===== config.mk =====
export PLATFORM = sky130hd
export DESIGN_NAME = spi_reg_bank_flat
export DESIGN_NICKNAME = d
export VERILOG_FILES = /design/src/rtl/spi_reg_pkg.sv /design/src/rtl/spi_reg_bank_if.sv /design/src/rtl/spi_irq_collector.sv /design/src/rtl/spi_reg_bank.sv /design/src/flat_wrapper.sv
export SDC_FILE = /design/constraint.sdc
export NUM_CORES = 1
export LEC_CHECK = 0
export ABC_AREA = 1
export CAP_MARGIN = 40
export CORE_ASPECT_RATIO = 0.8
export CORE_MARGIN = 8
export CORE_UTILIZATION = 49
export DETAILED_ROUTE_END_ITERATION = 8
export HOLD_SLACK_MARGIN = 0.05
export PLACE_DENSITY = 0.88
export REMOVE_ABC_BUFFERS = 1
export SLEW_MARGIN = 10
export SYNTH_ARGS = -nofsm -noshare
export SYNTH_HDL_FRONTEND = slang
export SYNTH_SLANG_ARGS = --single-unit

===== constraint.sdc =====
create_clock -name clk -period 9.6 [get_ports clk]
set_input_delay 0.96 -clock clk [delete_from_list [all_inputs] [get_ports clk]]
set_output_delay 0.96 -clock clk [all_outputs]
set_load 0.01 [all_outputs]

===== src/rtl/spi_reg_pkg.sv =====
// Shared address map and helpers for the SPI register bank.
// Map-dependent addresses derive from the register count.
package spi_reg_pkg;

  localparam logic [7:0] UNMAPPED_RD_DEF = 8'h99;

  localparam int AUD_CONTROL  = 'h00;
  localparam int COEF_SEL     = 'h03;
  localparam int FIR_COEF_LSB = 'h04;
  localparam int FIR_COEF_MSB = 'h05;
  localparam int EQ_SEL       = 'h06;
  localparam int SRAM_ADDR    = 'h08;
  localparam int MPIO_CTRL    = 'h0c;
  localparam int ROT_ENC      = 'h14;
  localparam int VU_TEST      = 'h1a;

  function automatic int irq_status_addr(int n);
    return n - 2;
  endfunction

  function automatic int irq_mask_addr(int n);
    return n - 1;
  endfunction

endpackage


===== src/rtl/spi_reg_bank_if.sv =====
// Strobe/address/data bundle between the SPI front end
// and the register bank.
interface spi_reg_bank_if #(
  parameter int ADDR_W = 7,
  parameter int DATA_W = 8
);
  logic              spi_rd_stb;
  logic              spi_wr_stb;
  logic              spi_end_stb;
  logic [ADDR_W-1:0] spi_addr;
  logic [DATA_W-1:0] spi_wr_data;
  logic [DATA_W-1:0] spi_rd_data;

  modport master (
    output spi_rd_stb, spi_wr_stb, spi_end_stb,
    output spi_addr, spi_wr_data,
    input  spi_rd_data
  );

  modport slave (
    input  spi_rd_stb, spi_wr_stb, spi_end_stb,
    input  spi_addr, spi_wr_data,
    output spi_rd_data
  );
endinterface


===== src/rtl/spi_irq_collector.sv =====
// Sticky edge-triggered interrupt status with W1C clear,
// a mask register and a registered irq output.
module spi_irq_collector #(
  parameter int IRQ_W = 8
) (
  input  logic             clk,
  input  logic             reset,
  input  logic [IRQ_W-1:0] irq_in,
  input  logic             clr_we,
  input  logic [IRQ_W-1:0] clr_data,
  input  logic             mask_we,
  input  logic [IRQ_W-1:0] mask_data,
  output logic [IRQ_W-1:0] status,
  output logic [IRQ_W-1:0] mask,
  output logic             irq
);
  logic [IRQ_W-1:0] irq_q;
  logic [IRQ_W-1:0] edge_det;
  logic [IRQ_W-1:0] clr;

  assign edge_det = irq_in ^ irq_q;
  assign clr      = clr_we ? clr_data : '0;

  always_ff @(posedge clk or posedge reset) begin
    if (reset) begin
      irq_q  <= '0;
      status <= '0;
      mask   <= '0;
      irq    <= 1'b0;
    end else begin
      irq_q  <= irq_in;
      // a new edge outranks a clear on the same bit
      status <= (status & ~clr) | edge_det;
      if (mask_we)
        mask <= mask_data;
      irq    <= |(status & mask);
    end
  end
endmodule


===== src/rtl/spi_reg_bank.sv =====
// Generic control/status/interrupt register map behind the
// SPI front end, with burst auto-increment and access pulses.
module spi_reg_bank
  import spi_reg_pkg::*;
#(
  parameter int         DATA_W      = 8,
  parameter int         ADDR_W      = 7,
  parameter int         NUM_REGS    = 32,
  parameter int         RO_BASE     = 20,
  parameter int         NUM_RO      = NUM_REGS - RO_BASE - 2,
  parameter int         IRQ_W       = 8,
  parameter int         AUTO_INC    = 1,
  parameter logic [7:0] UNMAPPED_RD = UNMAPPED_RD_DEF
) (
  input  logic                      clk,
  input  logic                      reset,
  spi_reg_bank_if.slave             spi,
  output logic [RO_BASE*DATA_W-1:0] ctrl_regs,
  input  logic [NUM_RO*DATA_W-1:0]  status_in,
  output logic [NUM_REGS-1:0]       wr_pulse,
  output logic [NUM_REGS-1:0]       rd_pulse,
  input  logic [IRQ_W-1:0]          irq_in,
  output logic                      irq
);
  localparam int A_STAT = irq_status_addr(NUM_REGS);
  localparam int A_MASK = irq_mask_addr(NUM_REGS);
  localparam logic [DATA_W-1:0] UNM = DATA_W'(UNMAPPED_RD);
  localparam logic [NUM_REGS-1:0] ONE = NUM_REGS'(1);

  logic [DATA_W-1:0] regs [RO_BASE];
  logic [ADDR_W-1:0] ptr;
  logic              ptr_vld;
  logic [ADDR_W-1:0] eff;
  logic [31:0]       e32;
  logic              stb, wr, rd, mapped;
  logic [DATA_W-1:0] rv;
  logic [IRQ_W-1:0]  irq_status, irq_mask;

  assign eff = (AUTO_INC != 0 && ptr_vld) ? ptr : spi.spi_addr;
  assign e32    = 32'(eff);
  assign wr     = spi.spi_wr_stb;
  assign rd     = spi.spi_rd_stb & ~spi.spi_wr_stb;
  assign stb    = spi.spi_rd_stb | spi.spi_wr_stb;
  assign mapped = e32 < NUM_REGS;

  for (genvar g = 0; g < RO_BASE; g++) begin : g_flat
    assign ctrl_regs[g*DATA_W +: DATA_W] = regs[g];
  end

  always_ff @(posedge clk or posedge reset) begin
    if (reset) begin
      ptr     <= '0;
      ptr_vld <= 1'b0;
    end else if (stb) begin
      ptr     <= (e32 == NUM_REGS-1) ? '0 : eff + 1'b1;
      ptr_vld <= ~spi.spi_end_stb;
    end else if (spi.spi_end_stb) begin
      ptr_vld <= 1'b0;
    end
  end

  always_ff @(posedge clk or posedge reset) begin
    if (reset) begin
      for (int i = 0; i < RO_BASE; i++)
        regs[i] <= '0;
    end else if (wr) begin
      for (int i = 0; i < RO_BASE; i++)
        if (e32 == i)
          regs[i] <= spi.spi_wr_data;
    end
  end

  always_comb begin
    rv = UNM;
    for (int i = 0; i < RO_BASE; i++)
      if (e32 == i)
        rv = regs[i];
    for (int i = 0; i < NUM_RO; i++)
      if (e32 == RO_BASE + i)
        rv = status_in[i*DATA_W +: DATA_W];
    if (e32 == A_STAT) begin
      rv = '0;
      rv[IRQ_W-1:0] = irq_status;
    end
    if (e32 == A_MASK) begin
      rv = '0;
      rv[IRQ_W-1:0] = irq_mask;
    end
  end

  always_ff @(posedge clk or posedge reset) begin
    if (reset) begin
      spi.spi_rd_data <= '0;
      wr_pulse        <= '0;
      rd_pulse        <= '0;
    end else begin
      wr_pulse <= (wr && mapped) ? ONE << eff : '0;
      rd_pulse <= (rd && mapped) ? ONE << eff : '0;
      if (rd)
        spi.spi_rd_data <= rv;
    end
  end

  spi_irq_collector #(.IRQ_W(IRQ_W)) u_irq (
    .clk       (clk),
    .reset     (reset),
    .irq_in    (irq_in),
    .clr_we    (wr && e32 == A_STAT),
    .clr_data  (spi.spi_wr_data[IRQ_W-1:0]),
    .mask_we   (wr && e32 == A_MASK),
    .mask_data (spi.spi_wr_data[IRQ_W-1:0]),
    .status    (irq_status),
    .mask      (irq_mask),
    .irq       (irq)
  );
endmodule


===== src/flat_wrapper.sv =====
// flat-port wrapper written by rule: the top's interface ports become plain ports
module spi_reg_bank_flat import spi_reg_pkg::*;
#(
  parameter int         DATA_W      = 8,
  parameter int         ADDR_W      = 7,
  parameter int         NUM_REGS    = 32,
  parameter int         RO_BASE     = 20,
  parameter int         NUM_RO      = NUM_REGS - RO_BASE - 2,
  parameter int         IRQ_W       = 8,
  parameter int         AUTO_INC    = 1,
  parameter logic [7:0] UNMAPPED_RD = UNMAPPED_RD_DEF
)
  (clk, reset, ctrl_regs, status_in, wr_pulse, rd_pulse, irq_in, irq, spi_spi_rd_stb, spi_spi_wr_stb, spi_spi_end_stb, spi_spi_addr, spi_spi_wr_data, spi_spi_rd_data);
  spi_reg_bank_if #(.ADDR_W(ADDR_W), .DATA_W(DATA_W)) spi_i ();
  input  logic clk;
  input  logic reset;
  output logic [RO_BASE*DATA_W-1:0] ctrl_regs;
  input  logic [NUM_RO*DATA_W-1:0] status_in;
  output logic [NUM_REGS-1:0] wr_pulse;
  output logic [NUM_REGS-1:0] rd_pulse;
  input  logic [IRQ_W-1:0] irq_in;
  output logic irq;
  input wire logic [$bits(spi_i.spi_rd_stb)-1:0] spi_spi_rd_stb;
  input wire logic [$bits(spi_i.spi_wr_stb)-1:0] spi_spi_wr_stb;
  input wire logic [$bits(spi_i.spi_end_stb)-1:0] spi_spi_end_stb;
  input wire logic [$bits(spi_i.spi_addr)-1:0] spi_spi_addr;
  input wire logic [$bits(spi_i.spi_wr_data)-1:0] spi_spi_wr_data;
  output wire logic [$bits(spi_i.spi_rd_data)-1:0] spi_spi_rd_data;
  assign spi_i.spi_rd_stb = spi_spi_rd_stb;
  assign spi_i.spi_wr_stb = spi_spi_wr_stb;
  assign spi_i.spi_end_stb = spi_spi_end_stb;
  assign spi_i.spi_addr = spi_spi_addr;
  assign spi_i.spi_wr_data = spi_spi_wr_data;
  assign spi_spi_rd_data = spi_i.spi_rd_data;
  spi_reg_bank #(.DATA_W(DATA_W), .ADDR_W(ADDR_W), .NUM_REGS(NUM_REGS), .RO_BASE(RO_BASE), .NUM_RO(NUM_RO), .IRQ_W(IRQ_W), .AUTO_INC(AUTO_INC), .UNMAPPED_RD(UNMAPPED_RD)) u_core (.clk(clk), .reset(reset), .spi(spi_i), .ctrl_regs(ctrl_regs), .status_in(status_in), .wr_pulse(wr_pulse), .rd_pulse(rd_pulse), .irq_in(irq_in), .irq(irq));
endmodule

==> key figures <==
Run status
  • Status: complete, no violations

Critical path
  • Cell family with most CP delay: simple AND/OR/NAND/NOR gates
  • Crit Path Max Fanout: 9
  • Worst Setup SP: spi_spi_addr[1]
  • CP peak stage delay: 0.43 ns
  • Worst Setup Start Kind: primary input
  • Reg2Reg Setup Slack: 4.75 ns
  • Critical Path RT: 10.02 ns
  • Setup Crit Path Kind: in -> reg
  • CP max stage cell: clkdlybuf4s50_1
  • CP Capture Type: flop
  • Cell mode on critical path: nand2_1
  • Critical Path AT: 5.43 ns
  • Worst r2r src: u_core.ptr_vld
  • WP buf/inv: 4

Routing
  • Initial drt markers: 1328
  • DRT Pass-1 Iters: 7
  • Total Routed Length: 47300 µm
  • Post-DR vias/cell: 5.52
  • Via Count: 12400
  • ANT nets after route: 0
  • DR WL/cell: 21.0 µm
  • DRC Markers: 0

Run
  • Max-cap violations: 0

Floorplan
  • Boundary Pins: 341
  • Die Wd: 196 µm
  • Initial Utilization: 50.0%
  • Die ar.: 31200 µm²
  • Placeable core area: 25300 µm²
  • # rows: 52
  • Die Y: 160 µm

Placed design
  • Placed instance count: 2200
  • DP Area: 16400 µm²
  • GPL Wtd Cong: 0.953
  • DP HPWL: 35700 µm
  • Port bufs: 340

Cells and area
  • Fin cells: 2251
  • Final Util: 68.9%
  • Area growth, synth to finish: 37.8%
  • Design area: 17400 µm²
  • Share of post-route cells with drive strength above 1: 8.62%
  • Nets: 2018

Timing
  • Least-Margin Pin Slew: 0.767 ns
  • Hold WS: 0.479 ns
  • Setup TNS: 0 ns
  • Tcrit/Tclk final: 52.1%
  • Minimum clock period: 5.00 ns
  • Final Slew Violations: 0
  • Slew HR: 48.8%
  • Final Hold Viols: 0
  • Clock Skew: 0.0145 ns
  • Final setup viols: 0
  • Max Clock Freq: 200 MHz
  • RSZ-0062 raised after global routing: no

Clock network
  • CTS buffer count: 27
  • Clock Pin Slew Worst Setup and Hold Paths: 0.07 ns
  • CTS Buffer Depth: 3
  • Htree depth: 1
  • Root buffer cell: clkbuf_16
  • Post-CTS Repair Setup Buffers: 0
  • Clk sink count: 265
  • Clock tree from TritonCTS: built
  • PostCTS Resize Cnt: 0
  • Skew-Pair Late Insertion Delay: 0.54 ns
  • Hold-fix buffers, CTS: 0

Synthesis
  • Predominant post-synthesis flop cell: dfrtp_1
  • Yosys Warn Count: 0
  • Mapped Area: 12600 µm²
  • #FFs+latches synth: 265
  • Netlist cell types: 46
  • Synth async-reset ratio: 100%
  • Syn_area_per_cell: 7.96 µm²
  • Seq/Total Area, Yosys: 52.5%
  • Post-synth EDFFs: 0
  • Syn Inst Count: 1588

Power and ir drop
  • Leak: 0.00805 µW
  • VDD IR-drop max: 0.000144 V
  • PD cells: 194 nW/µm²

GRT
  • Global-route wire length before repair: 72500 µm
  • Pin count of the biggest net entering global routing: 140
  • Tot GR Track Use: 29.4%
  • Initial antenna violation count: 3
  • Overflow after GRT: 0
  • Vias in the first global route: 12500

Hold path
  • Hold Crit Start: u_core.spi.spi_rd_data[3]
  • Worst hold path type: reg -> reg
Yosys cell counts, types with 2 or more instances:
| master | count | area share (%) |
|---|---|---|
| a21oi_1 | 46 | 1.8 |
| ha_1 | 4 | 0.40 |
| nand2_1 | 525 | 16 |
| xnor2_1 | 8 | 0.55 |
| nand2_4 | 6 | 0.53 |
| dfrtp_1 | 265 | 52 |
| a21oi_2 | 2 | 0.14 |
| a221oi_1 | 2 | 0.14 |
| nand4_1 | 8 | 0.40 |
| nor2_8 | 2 | 0.32 |
| clkbuf_1 | 42 | 1.2 |
| o211ai_2 | 2 | 0.20 |
| buf_2 | 9 | 0.36 |
| or2_2 | 46 | 2.3 |
| clkinv_1 | 2 | 0.059 |
| nor2_4 | 2 | 0.18 |
| inv_1 | 92 | 2.7 |
| o21ai_1 | 14 | 0.55 |
| nand3_2 | 2 | 0.16 |
| nand2_2 | 15 | 0.74 |
| or2_1 | 4 | 0.20 |
| buf_4 | 7 | 0.42 |
| nor2_1 | 142 | 4.2 |
| inv_2 | 13 | 0.39 |
| nor3_1 | 5 | 0.20 |
| buf_6 | 3 | 0.27 |
| nor2_2 | 4 | 0.20 |
| o22ai_1 | 6 | 0.30 |
| xor2_1 | 3 | 0.21 |
| o21ai_0 | 210 | 8.3 |
| o211ai_1 | 7 | 0.42 |
| nand3_1 | 69 | 2.7 |
| or2_0 | 3 | 0.15 |
| buf_1 | 6 | 0.18 |
sequential cells by signal, indices dropped and copies added, names as in the netlist:
name / count
u_core.wr_pulse: 32
u_core.u_irq.mask: 8
u_core.rd_pulse: 32
u_core.ptr_vld: 1
u_core.ptr: 7
u_core.ctrl_regs: 160
u_core.u_irq.status: 8
u_core.u_irq.irq_q: 8
u_core.u_irq.irq: 1
u_core.spi.spi_rd_data: 8
path summary, 6_finish.rpt:
check                                             to  depth (start not counted)
hold / removal             u_core.spi.spi_rd_data[3]                          2
max in group asynchronous      u_core.ctrl_regs[123]                          3
hold reg to reg            u_core.spi.spi_rd_data[3]                          2
min in group asynchronous         u_core.wr_pulse[7]                          2
setup / recovery           u_core.spi.spi_rd_data[1]                         40
setup reg to reg           u_core.spi.spi_rd_data[1]                         40
power breakdown:
| group | total, µW | switching [µW] | internal, µW |
|---|---|---|---|
| registers | 1440 | 168 | 1270 |
| logic | 798 | 409 | 389 |
| clock network | 1140 | 449 | 696 |
| total | 3380 | 1030 | 2350 |
final cells by class:
type	count	area, µm²
tap	324	405
sequential	265	6630
antenna	1	2.50
multi-input combinational	1146	5280
clock buffer	35	766
fill	1983	7880
clock inverter	14	208
inverter	109	424
timing repair buffer	357	3710
routing by layer:
layer | vias up | wire (µm) | global-route usage, %
li1 | 5707 | - | -
met1 | 5915 | 19400 | 38.9
met2 | 690 | 21100 | 46.0
met3 | 115 | 5130 | 8.38
met4 | 4 | 1640 | 9.74
met5 | - | 29 | 0
worst min-delay path, cell delays in order, from the launching register on:
cell,delay (ns)
dfrtp_1,0.34
nand2_1,0.05
nand2_1,0.05
logic make-up (layout without fill, tap and decap cells):
group / after synthesis / count (layout) / synth area share, %
flops: 265 / 265 / 52.5
compound gates: 294 / 294 / 12.3
other cells: 0 / 1 / 0
mux: 1 / 1 / 0.0792
buf+inv: 177 / 515 / 5.80
simple gates: 836 / 836 / 28.2
fa+ha+maj: 4 / 4 / 0.396
xor+xnor: 11 / 11 / 0.762
cells in the final DEF, fill, tap and decap left out, types with 15 or more instances in the layout:
master / synthesis / layout
inv_1: 92 / 91
clkbuf_16: 0 / 27
nand2_2: 15 / 15
nand3_1: 69 / 69
clkdlybuf4s50_1: 0 / 340
a21oi_1: 46 / 46
nand2_1: 525 / 525
or2_2: 46 / 46
o21ai_0: 210 / 210
dfrtp_1: 265 / 265
nor2_1: 142 / 142
stage by stage:
step	power, µW	worst slack [ns]
global route	3520	4.15
global placement	2210	4.36
floorplan	1730	1.34
finish	3380	4.60
detailed placement	2240	4.27
CTS	3380	4.73
(Power assumes the default switching activity.)
